<file path="src/rtl/fma_sum_lzc_stage.sv">
// fma_sum_lzc_stage
//
// Adder stage of the single-precision FMA datapath. It sits directly behind
// the addend pre-normalizer. The stage adds the pre-aligned addend frame
// (already inverted when subtracting) to the B*C mantissa product. It then
// resolves the end-around sign and hands the normalizer a positive magnitude,
// plus an optional leading-zero count.
//
// The stage is a two-deep valid/ready pipeline:
//   S1 : 75-bit add with carry-in, registered together with the side data
//   S2 : sign resolution, magnitude, zero detect and LZC; all outputs are
//        registered here
//
// Optional feature macro: FMA_SUM_LZC_EN
//   defined   : Lzc_o carries the leading-zero count of Mant_o
//               (0..74, counted from bit 73; 74 when Mant_o is 0)
//   undefined : the LZC logic is removed and Lzc_o is tied to 0. The
//               normalizer then counts on its own.
//
// Ports
//   clk_i             clock, rising edge
//   rst_ni            asynchronous active-low reset
//   In_valid_i        input beat valid
//   In_ready_o        stage can accept a beat this cycle
//   Sign_aligned_i    sign of the aligned result frame
//   Exp_aligned_i     aligned exponent (PARM_EXP+2 bits)
//   A_Mant_aligned_i  addend frame; bit 74 = effective subtract
//   Sticky_i          sticky from addend alignment
//   Product_i         B*C mantissa product (2*(PARM_MANT+1) bits)
//   Out_valid_o       output beat valid
//   Out_ready_i       downstream accepts
//   Sign_o            result sign (forced to 0 on an exact zero)
//   Exp_o             passed-through aligned exponent
//   Mant_o            result magnitude (74 bits)
//   Lzc_o             leading zeros of Mant_o
//   Sticky_o          passed-through sticky
//   Zero_o            exact-zero result
module fma_sum_lzc_stage #(
  parameter int PARM_EXP  = 8,
  parameter int PARM_MANT = 23
) (
  input  logic                  clk_i,
  input  logic                  rst_ni,
  input  logic                  In_valid_i,
  output logic                  In_ready_o,
  input  logic                  Sign_aligned_i,
  input  logic [PARM_EXP+1:0]   Exp_aligned_i,
  input  logic [74:0]           A_Mant_aligned_i,
  input  logic                  Sticky_i,
  input  logic [2*(PARM_MANT+1)-1:0] Product_i,
  output logic                  Out_valid_o,
  input  logic                  Out_ready_i,
  output logic                  Sign_o,
  output logic [PARM_EXP+1:0]   Exp_o,
  output logic [73:0]           Mant_o,
  output logic [6:0]            Lzc_o,
  output logic                  Sticky_o,
  output logic                  Zero_o
);

  localparam int FRAME_W = 75;
  localparam int MAG_W   = 74;
  localparam int PROD_W  = 2 * (PARM_MANT + 1);

  // ---------------------------------------------------------------------
  // Handshake
  // ---------------------------------------------------------------------
  logic                 s1_valid;
  logic                 s1_load;
  logic                 s2_load;

  // S2 takes a beat whenever S1 holds one and the output slot is free or
  // being drained this cycle. S1 can take a new beat when it is empty, or
  // when its current beat moves on. That path runs combinationally from
  // Out_ready_i. In_valid_i never feeds back into In_ready_o.
  assign s2_load    = s1_valid & (~Out_valid_o | Out_ready_i);
  assign In_ready_o = ~s1_valid | s2_load;
  assign s1_load    = In_valid_i & In_ready_o;

  // ---------------------------------------------------------------------
  // S1 : add
  // ---------------------------------------------------------------------
  logic                 sub;
  logic                 cin;
  logic [FRAME_W-1:0]   prod_ext;
  logic [FRAME_W-1:0]   sum_d;

  logic [FRAME_W-1:0]   s1_sum;
  logic                 s1_sign;
  logic [PARM_EXP+1:0]  s1_exp;
  logic                 s1_sticky;

  // The +1 completes the two's complement of an inverted addend. It is
  // withheld when sticky bits were shifted out: the true addend is then
  // slightly larger in magnitude than the frame shows. The result sits
  // just below the exact value, and sticky records the difference.
  assign sub      = A_Mant_aligned_i[FRAME_W-1];
  assign cin      = sub & ~Sticky_i;
  assign prod_ext = {{(FRAME_W-PROD_W){1'b0}}, Product_i};
  assign sum_d    = A_Mant_aligned_i + prod_ext + {{(FRAME_W-1){1'b0}}, cin};

  // S1 valid flag plus data registers. The data only loads with an accepted
  // beat, so bubbles leave the registers untouched.
  always_ff @(posedge clk_i or negedge rst_ni) begin
    if (!rst_ni) begin
      s1_valid  <= 1'b0;
      s1_sum    <= '0;
      s1_sign   <= 1'b0;
      s1_exp    <= '0;
      s1_sticky <= 1'b0;
    end else begin
      if (s1_load) begin
        s1_valid <= 1'b1;
      end else if (s2_load) begin
        s1_valid <= 1'b0;
      end
      if (s1_load) begin
        s1_sum    <= sum_d;
        s1_sign   <= Sign_aligned_i;
        s1_exp    <= Exp_aligned_i;
        s1_sticky <= Sticky_i;
      end
    end
  end

  // ---------------------------------------------------------------------
  // S2 : resolve sign, magnitude, zero
  // ---------------------------------------------------------------------
  logic                 neg;
  logic [MAG_W-1:0]     mag_d;
  logic                 zero_d;
  logic                 sign_d;

  // A set top bit means the frame went negative (the addend dominated the
  // subtraction). Negating gives the magnitude and flips the sign. An
  // exact zero is reported as +0. A zero magnitude with sticky set is not
  // exact, so it is not reported as zero.
  assign neg    = s1_sum[FRAME_W-1];
  assign mag_d  = neg ? (~s1_sum[MAG_W-1:0] + {{(MAG_W-1){1'b0}}, 1'b1})
                      : s1_sum[MAG_W-1:0];
  assign zero_d = (mag_d == '0) & ~s1_sticky;
  assign sign_d = zero_d ? 1'b0 : (s1_sign ^ neg);

`ifdef FMA_SUM_LZC_EN
  // Leading-zero count over the 74-bit magnitude. The magnitude is padded
  // with two low zeros, giving 19 nibbles. The first non-zero nibble from
  // the top gives the coarse count; a small priority encoder inside that
  // nibble gives the rest. The padding never produces a count above 73
  // for a non-zero magnitude, so 74 stays reserved for Mant == 0.
  function automatic logic [6:0] nibble_lz(input logic [3:0] nib);
    logic [6:0] n;
    casez (nib)
      4'b1???: n = 7'd0;
      4'b01??: n = 7'd1;
      4'b001?: n = 7'd2;
      default: n = 7'd3;
    endcase
    return n;
  endfunction

  function automatic logic [6:0] count_lz(input logic [MAG_W-1:0] mag);
    logic [MAG_W+1:0] padded;
    logic [3:0]       nib;
    logic [6:0]       count;
    logic             found;
    padded = {mag, 2'b00};
    count  = 7'd74;
    found  = 1'b0;
    for (int g = 0; g < (MAG_W + 2) / 4; g++) begin
      nib = padded[MAG_W + 1 - 4*g -: 4];
      if (!found && (nib != 4'd0)) begin
        found = 1'b1;
        count = 7'(4*g) + nibble_lz(nib);
      end
    end
    return count;
  endfunction

  logic [6:0] lzc_d;
  logic [6:0] lzc_q;

  assign lzc_d = count_lz(mag_d);
  assign Lzc_o = lzc_q;

  // The count register follows the same load and reset rules as the
  // other output registers.
  always_ff @(posedge clk_i or negedge rst_ni) begin
    if (!rst_ni) begin
      lzc_q <= 7'd0;
    end else if (s2_load) begin
      lzc_q <= lzc_d;
    end
  end
`else
  assign Lzc_o = 7'd0;
`endif

  // Output valid flag plus output registers. A beat loaded into S2 stays
  // put until downstream takes it, so the outputs are stable under
  // backpressure.
  always_ff @(posedge clk_i or negedge rst_ni) begin
    if (!rst_ni) begin
      Out_valid_o <= 1'b0;
      Sign_o      <= 1'b0;
      Exp_o       <= '0;
      Mant_o      <= '0;
      Sticky_o    <= 1'b0;
      Zero_o      <= 1'b0;
    end else begin
      if (s2_load) begin
        Out_valid_o <= 1'b1;
      end else if (Out_ready_i) begin
        Out_valid_o <= 1'b0;
      end
      if (s2_load) begin
        Sign_o   <= sign_d;
        Exp_o    <= s1_exp;
        Mant_o   <= mag_d;
        Sticky_o <= s1_sticky;
        Zero_o   <= zero_d;
      end
    end
  end

endmodule

</file>
<file path="config.mk">
export PLATFORM = sky130hd
export DESIGN_NAME = fma_sum_lzc_stage
export DESIGN_NICKNAME = d
export VERILOG_FILES = /design/src/rtl/fma_sum_lzc_stage.sv
export SDC_FILE = /design/constraint.sdc
export NUM_CORES = 1
export LEC_CHECK = 0
export CAP_MARGIN = 0
export CORE_AREA = 2 2 162 164
export DETAILED_ROUTE_END_ITERATION = 10
export DIE_AREA = 0 0 164 166
export PLACE_DENSITY = 0.77
export RECOVER_POWER = 100
export SLEW_MARGIN = 20
export SYNTH_ARGS = -nofsm -noshare
export SYNTH_HDL_FRONTEND = slang
export SYNTH_SLANG_ARGS = --single-unit
</file>
<file path="constraint.sdc">
create_clock -name clk_i -period 3.96 [get_ports clk_i]
set_input_delay 0.792 -clock clk_i [delete_from_list [all_inputs] [get_ports clk_i]]
set_output_delay 0.792 -clock clk_i [all_outputs]
set_load 0.01 [all_outputs]
</file>
* Word-level counts from Yosys, hierarchy flattened
Index checks and enable logic that the tools add are counted.
Operators by class: add/sub/neg operators 3, multiply operators 0, divide/modulo/power cells 0, order comparisons 0, equal/unequal tests 0, shift-type cells 0, muxes and demuxes 6, bitwise logic cells 12, reductions and logical operators 3
Operators with widths (count):
- 75-bit by 1-bit adder with 75-bit output | 1
- 75-bit by 48-bit adder with 75-bit output | 1
- 74-bit by 1-bit adder with 74-bit output (second input constant) | 1
- 74-bit zero test | 1
- 74-bit 2-to-1 mux | 1
- 74-bit inverter | 1
- 1-bit 2-to-1 mux | 5
- 1-bit AND | 4
- 1-bit inverter | 4
- 2-bit nonzero test | 2
- 1-bit bitwise OR | 2
- 1-bit XOR | 1
Storage, ports and cells: register bits 176, bits in latches 0, memory bits (writable) 0, memory bits (read-only) 0, output and inout port bits 96, memories 0

* Depth between registers and ports, before layout
Gate-level depths: netlist (run 1).
depth after elaboration 6, depth in mapped cells 13

* Least setup slack after synthesis (run 1)
No wires, ideal clock.
kind in2reg, from in Sticky_i, to reg s1_sum[69], library setup time 0.133 ns, data arrival time 3.651 ns, data required time 3.827 ns, slack 0.175 ns, stages on the path 11, cells stage by stage nand2b_1 > fa_1 > nor2b_1 > o31a_1 > o21ai_0 > a211o_1 > a2111oi_0 > o21ai_0 > a2111oi_0 > xnor2_1 > o21ai_0
On the way: longest elaborated chain between the ends 3
RTL lines:
- start: declaration | RTL line 49 | input logic Sticky_i,
- 1-bit inverter | RTL line 98 | assign cin = sub & ~Sticky_i;
- 1-bit AND | RTL line 98
- 75-bit by 1-bit adder with 75-bit output | RTL line 100 | assign sum_d = A_Mant_aligned_i + prod_ext + {{(FRAME_W-1){1'b0}}, cin};
- end signal: assignment | RTL line 118 | s1_sum <= sum_d;
- end: declaration | RTL line 88 | logic [FRAME_W-1:0] s1_sum;
Every way passes these cells. A chain may end at the register's enable or synchronous reset.

* Final worst setup path (run 1)
from in Sticky_i, to reg s1_sum[52]
Same word-level chain as after synthesis.

==> metrics.txt, run 1 <==
status complete, but fails checks; failing checks capacitance limit, slew limit; CTS tree yes; DRT antenna net count 0; Ys Warns 0; Crit. End Element register; FMAX 0.260 GHz; fillers 2200; Slew HR -28.3%; drt pass-1 iters 5; Async SR Flop Fraction 100%; crit share post-route 97.3%; Finished Layout Cells 2147; Seq pwr share 36.8%; Vert. Die Dim 166 um; global route overflow 0; final instance area 16500 um^2; switching power 0.00278 W; Comb pwr share 40.2%; sequential area share after synthesis 35.1%; Yosys top cell by area dfrtp_1; IO Count 235; synthesized area 12600 um^2; Clock power frac 23.0%; largest cells by area after synthesis dfrtp_1 (35%), nand2_1 (7.6%), o21ai_0 (7.1%); largest net degree at the start of global routing 85; main flop type after synthesis dfrtp_1; setup violators final 0; CTS sink cnt 176; initial antenna violation count 0; vias in the first global route 11700; drt wl/cell 17.8 um; global placer's final weighted congestion 0.958; # hold bufs at CTS 0; Mapped Avg Cell Area 8.28 um^2; leakage power 7.07 nW; area of the multi-input gates 7690 um^2; Die Wd 164 um; Setup CP Type input port to register; max-slew violation count 146; Clock transition at path regs 70 ps; Max IR drop VDD 0.000330 V; vias after detailed routing 12500; antenna cells 0; endpoints failing hold 0; worst slew pin tran 1920 ps; Synth Instances 1516; DRC 0; switching portion of total power 38.3%; initial core utilization 49.0%; Yosys reg bits 176; # H-tree levels 4; Post-synth EDFFs 0; DPL Wire Length 30.5 mm; cell internal pwr 0.00447 W; WP data required 4310 ps; post-synth top area share 35.1%; Worst Skew 14.2 ps; Final Core Density 64.3%; Area Overhead vs Synth 31.1%; 1st-iter DRT viols 1014; core footprint 25600 um^2; DIE AREA 27200 um^2; pwr/cell area 440 nW/um^2; port buffer count 227; Nets 1988; Netlist cell types 79; vias per cell 5.80; first-pass GRT wire length 61.7 mm; final WL 38.3 mm; min Tclk post-route 3850 ps; WP data arrival 4210 ps; placed insts 2113; Max Buffers Root-to-Sink 2; Reg area 4410 um^2; row cnt 59; Num CTS Buffers 17; crit path max fanout 8; worst-skew pair later-pin latency 440 ps; gr usage total 28.4%; CP Launch Type input port; Min-Delay Path Class register to register; Placement Cell Area 15900 um^2; root buffer selected by CTS clkbuf_16; share of cells above drive strength 1 12.4%; max capacitance violation total 2
==> state kept, by name, summed over array words and instances, names as in the netlist <==
| register | flops |
|---|---|
| Exp_o | 10 |
| Mant_o | 74 |
| Out_valid_o | 1 |
| Sign_o | 1 |
| Sticky_o | 1 |
| Zero_o | 1 |
| s1_exp | 10 |
| s1_sign | 1 |
| s1_sticky | 1 |
| s1_sum | 75 |
| s1_valid | 1 |
==> cell families after synthesis <==
logic type               Yosys count  share of synthesized area (%)
AO/OA/AOI/OAI                    434                           21.5
XOR/XNOR                         132                           9.21
adder cells (fa/ha/maj)           50                           5.10
buffers and inverters            132                           4.27
flip-flops                       176                           35.1
multiplexers                      30                           2.62
other                              1                         0.0299
AND/OR/NAND/NOR                  561                           22.2
==> power groups by stage <==
stage / sequential, W / combinational (W) / clock, W
2_1_floorplan: 0.00270 / 0.00148 / 0
3_3_place_gp: 0.00269 / 0.00295 / 0
3_5_place_dp: 0.00270 / 0.00300 / 0
4_1_cts: 0.00267 / 0.00302 / 0.00169
5_1_grt: 0.00273 / 0.00320 / 0.00177
6_report: 0.00267 / 0.00292 / 0.00166
==> Yosys cell counts, drive strengths merged (26+ instances only) <==
| cell type | n |
|---|---|
| xor2 | 71 |
| nor3 | 26 |
| clkbuf | 85 |
| a21oi | 78 |
| ha | 48 |
| nand2 | 255 |
| o21ai | 178 |
| dfrtp | 176 |
| nand4 | 31 |
| nor2 | 75 |
| xnor2 | 61 |
| inv | 27 |
| nand3 | 32 |
==> metal layers <==
| layer | vias to the layer above | GRT usage, % | part of all wire, % |
|---|---|---|---|
| met5 | - | 0 | 0 |
| met4 | 0 | 9.69 | 2.9 |
| met1 | 5827 | 42.8 | 47 |
| li1 | 6058 | - | - |
| met3 | 70 | 3.42 | 6.7 |
| met2 | 496 | 42.1 | 43 |
==> layout by cell type (no fill, tap or decap), drive strengths merged, types with 61 or more instances in the layout <==
| cell type | n |
|---|---|
| xnor2 | 61 |
| dlygate4sd3 | 90 |
| a21oi | 78 |
| dfrtp | 176 |
| xor2 | 71 |
| clkdlybuf4s50 | 136 |
| buf | 126 |
| nor2 | 75 |
| o21ai | 178 |
| nand2 | 255 |
==> layout make-up <==
class,count,area share [%]
clock buffer,17,2.58
clock inverter,15,0.995
inverter,27,0.616
multi-input combinational,1214,46.7
sequential,176,26.8
tap,335,2.55
timing repair buffer,363,19.8
==> worst paths after layout <==
kind                            startpoint          to  slack [ps]  cells after the start
worst max register to register   s1_sum[9]      Sign_o         190                     10
min in group asynchronous           rst_ni   s1_exp[7]         880                      1
worst min-delay path            Mant_o[69]  Mant_o[69]         470                      2
worst max-delay path              Sticky_i  s1_sum[52]         110                     14
worst min register to register  Mant_o[69]  Mant_o[69]         470                      2
max in group asynchronous           rst_ni   s1_sum[2]         680                      2
==> critical path: stages <==
cell and delay, ps:
clkdlybuf4s50_1 410, nand2b_1 160, fa_1 410, fa_1 410
nor2b_2 150, o2111ai_2 150, a21o_1 240, nand2_1 90
a211o_1 130, o21ai_1 120, o31a_1 410, buf_4 200
or3_1 360, a31oi_1 170
==> through the flow <==
stage | TNS (ps) | power [W] | hold slack [ps] | setup slack, ps
after floorplan | 0 | 0.00418 | 442 | 175
after global routing | -42.3 | 0.00771 | 496 | -21.9
final | 0 | 0.00725 | 474 | 107
after CTS | 0 | 0.00737 | 403 | 10.6
after global placement | -6110 | 0.00564 | 453 | -348
after detailed placement | -7880 | 0.00570 | 462 | -426
==> what timing repair did <==
item / CTS / global route
buffers inserted: 0 / 2
endpoints found under the setup margin: 0 / 21
gates resized for setup: 0 / 11
Power figures use the tool's default switching activity.
==> run 2: changes to the inputs <==
--- a/config.mk
+++ b/config.mk
@@ -9,6 +9,7 @@
 export CORE_AREA = 2 2 162 164
 export DETAILED_ROUTE_END_ITERATION = 10
 export DIE_AREA = 0 0 164 166
+export MAX_ROUTING_LAYER = met4
 export PLACE_DENSITY = 0.77
 export RECOVER_POWER = 100
 export SLEW_MARGIN = 20
==> metrics.txt, run 2 (synthesis gave the netlist of run 1 again) <==
PnR worst setup slack 198 ps (+90.4 ps); Nets 1989 (+0.050%); FMAX 0.266 GHz (+2.4%); met1 usage 43.7% (+0.84 points); Setup Buffers After CTS 0 (unchanged); min Tclk post-route 3760 ps (-90.4 ps); largest incremental delay on the critical path 430 ps (+20 ps); gr usage total 29.4% (+1.0 points); Clock transition at path regs 80 ps (about the same); number of flip-flops in the largest register 75 (unchanged); Max Buffers Root-to-Sink 2 (unchanged); RSZ-0062 raised after global routing false; vias after detailed routing 12400 (-0.040%); CP delay by family, top compound AO/OA/AOI/OAI gates; CP dominant cell by count fa_2; Setup CP Type input port to register; # H-tree levels 4 (unchanged); Num CTS Buffers 17 (unchanged); status complete, but fails checks; Most Crowded Layer GR met1; CTS sink cnt 176 (unchanged); Worst Skew 12.1 ps (-2.11 ps); pwr/cell area 442 nW/um^2 (+0.41%); vias per cell 5.79 (about the same); global routing usage on met2 42.9% (+0.90 points); Biggest register s1_sum; Area Overhead vs Synth 31.3%; WP data arrival 4130 ps (-80 ps); initial core utilization 49.0% (unchanged); Slew HR -52.9% (-25 points); Comb pwr share 41.1% (+0.9 points); max-slew violation count 203 (+39%); worst-skew pair later-pin latency 440 ps (about the same); largest net degree at the start of global routing 78 (-8.2%); first-pass GRT wire length 62.2 mm (+0.75%); Vert. Die Dim 166 um (unchanged); Seq pwr share 36.2% (-0.6 points); crit share post-route 95.0% (-2.3 points); port buffer count 227 (unchanged); Tot Pwr 0.00729 W (+0.52%); largest registers s1_sum: 75 flops, Mant_o: 74 flops; FF-to-FF setup slack 210 ps (+20 ps); max capacitance violation total 3 (+1); cell internal pwr 0.00451 W (+0.77%); core footprint 25600 um^2 (unchanged); vias in the first global route 11700 (-0.21%); IO Count 235 (unchanged); Die Wd 164 um (unchanged); Placement Cell Area 15900 um^2 (about the same); worst path bufs/invs 2 (unchanged); DPL Wire Length 31.1 mm (+2.0%); crit-path cells clkdlybuf4s50_1 > nand2b_1 > fa_2 > fa_2 > nor2b_2 > o2111ai_1 > a21o_1 > nand2_1 > a211o_1 > o21ai_1 > o31a_1 > buf_4 > or3_1 > a31oi_1; drt wl/cell 18.0 um (+1.0%); DRT antenna net count 0 (unchanged); pre-CTS WS -467 ps (-41.2 ps); 1st-iter DRT viols 1121 (+11%); drt pass-1 iters 7 (+2); global route overflow 0 (unchanged); crit path max fanout 7 (-1); WP data required 4320 ps (about the same); Hold Slack 473 ps (-0.569 ps); worst slew pin tran 2290 ps (+370 ps); global placer's final weighted congestion 0.957 (-0.17%); most frequent cells in the layout nand2_1 (255), o21ai_0 (177), dfrtp_1 (175); met3 track demand over resource 2.82% (-0.60 points); commonest non-fill, non-tap cell in the layout nand2_1; # hold bufs at CTS 0 (unchanged); initial antenna violation count 0 (unchanged); failing checks capacitance limit, slew limit; Max IR drop VDD 0.000311 V (-5.9%); final WL 38.7 mm (+1.1%); root buffer selected by CTS clkbuf_16; DRC 0 (unchanged); final instance area 16500 um^2 (+0.11%); row cnt 59 (unchanged); CTS tree yes; slowest CP cell o31a_1; CP Launch Type input port; Clock power frac 22.7% (-0.3 points); Min-Delay Path Class register to register; switching portion of total power 38.1% (-0.15 points); endpoints failing hold 0 (unchanged); setup violators final 0 (unchanged); DIE AREA 27200 um^2 (unchanged); antenna cells 0 (unchanged); switching power 0.00278 W (+0.12%); share of cells above drive strength 1 12.5% (+0.048 points); leakage power 7.07 nW (about the same); Crit. End Element register
-- run 2: metal layers --
metal / part of all wire (%) / up-vias / wire, um
li1: - / 6031 / -
met4: 1.9 / 0 / 733
met1: 48 / 5882 / 18500
met2: 44 / 473 / 17200
met3: 6.0 / 60 / 2320
met5: 0 / - / 0
-- run 2: path summary, 6_finish.rpt --
path	from	depth (start not counted)	end
worst max-delay path	Sticky_i	14	s1_sum[54]
worst min-delay path	s1_exp[1]	2	s1_exp[1]
worst max register to register	s1_sum[36]	10	Sign_o
worst min register to register	s1_exp[1]	2	s1_exp[1]
max in group asynchronous	rst_ni	2	Mant_o[2]
min in group asynchronous	rst_ni	1	s1_exp[6]
-- run 2: final cells by class --
| cell class | count | area [um^2] |
|---|---|---|
| clock inverters | 15 | 164 |
| clock buffers | 17 | 425 |
| flip-flops and latches | 176 | 4410 |
| well taps | 335 | 419 |
| inverters | 27 | 101 |
| fillers | 2206 | 9130 |
| multi-input cells | 1214 | 7670 |
| repair buffers | 364 | 3300 |
-- run 2: power by group through the flow --
stage                     registers, W  clock network, W  logic, W
after global placement         0.00265                 0   0.00303
after floorplan                0.00270                 0   0.00148
after CTS                      0.00264           0.00168   0.00309
after detailed placement       0.00267                 0   0.00308
after global routing           0.00270           0.00176   0.00329
final                          0.00264           0.00166   0.00299
-- run 2: worst reg2reg max path, delay by kind of cell (launching register included) --
kind	cells	cell delay, ps
and+or+nand+nor	7	2150
AOI/OAI and AO/OA	1	430
DFF	1	430
buffers and inverters	1	250
xor gates and xnor gates	1	360
-- run 2: through the flow --
stage | TNS [ps] | util (%) | instances
6_report | 0 | 64.4 | 2148
5_1_grt | 0 | 64.4 | 2148
4_1_cts | 0 | 64.4 | 2148
3_5_place_dp | -8810 | 62.1 | 2116
3_3_place_gp | -5740 | 62.1 | 2116
2_1_floorplan | 0 | - | 1522
-- run 2: repair_timing --
action	CTS	global route
pin swaps	1	2
cloned	0	0
gates resized for setup	0	11
endpoints found under the setup margin	2	26
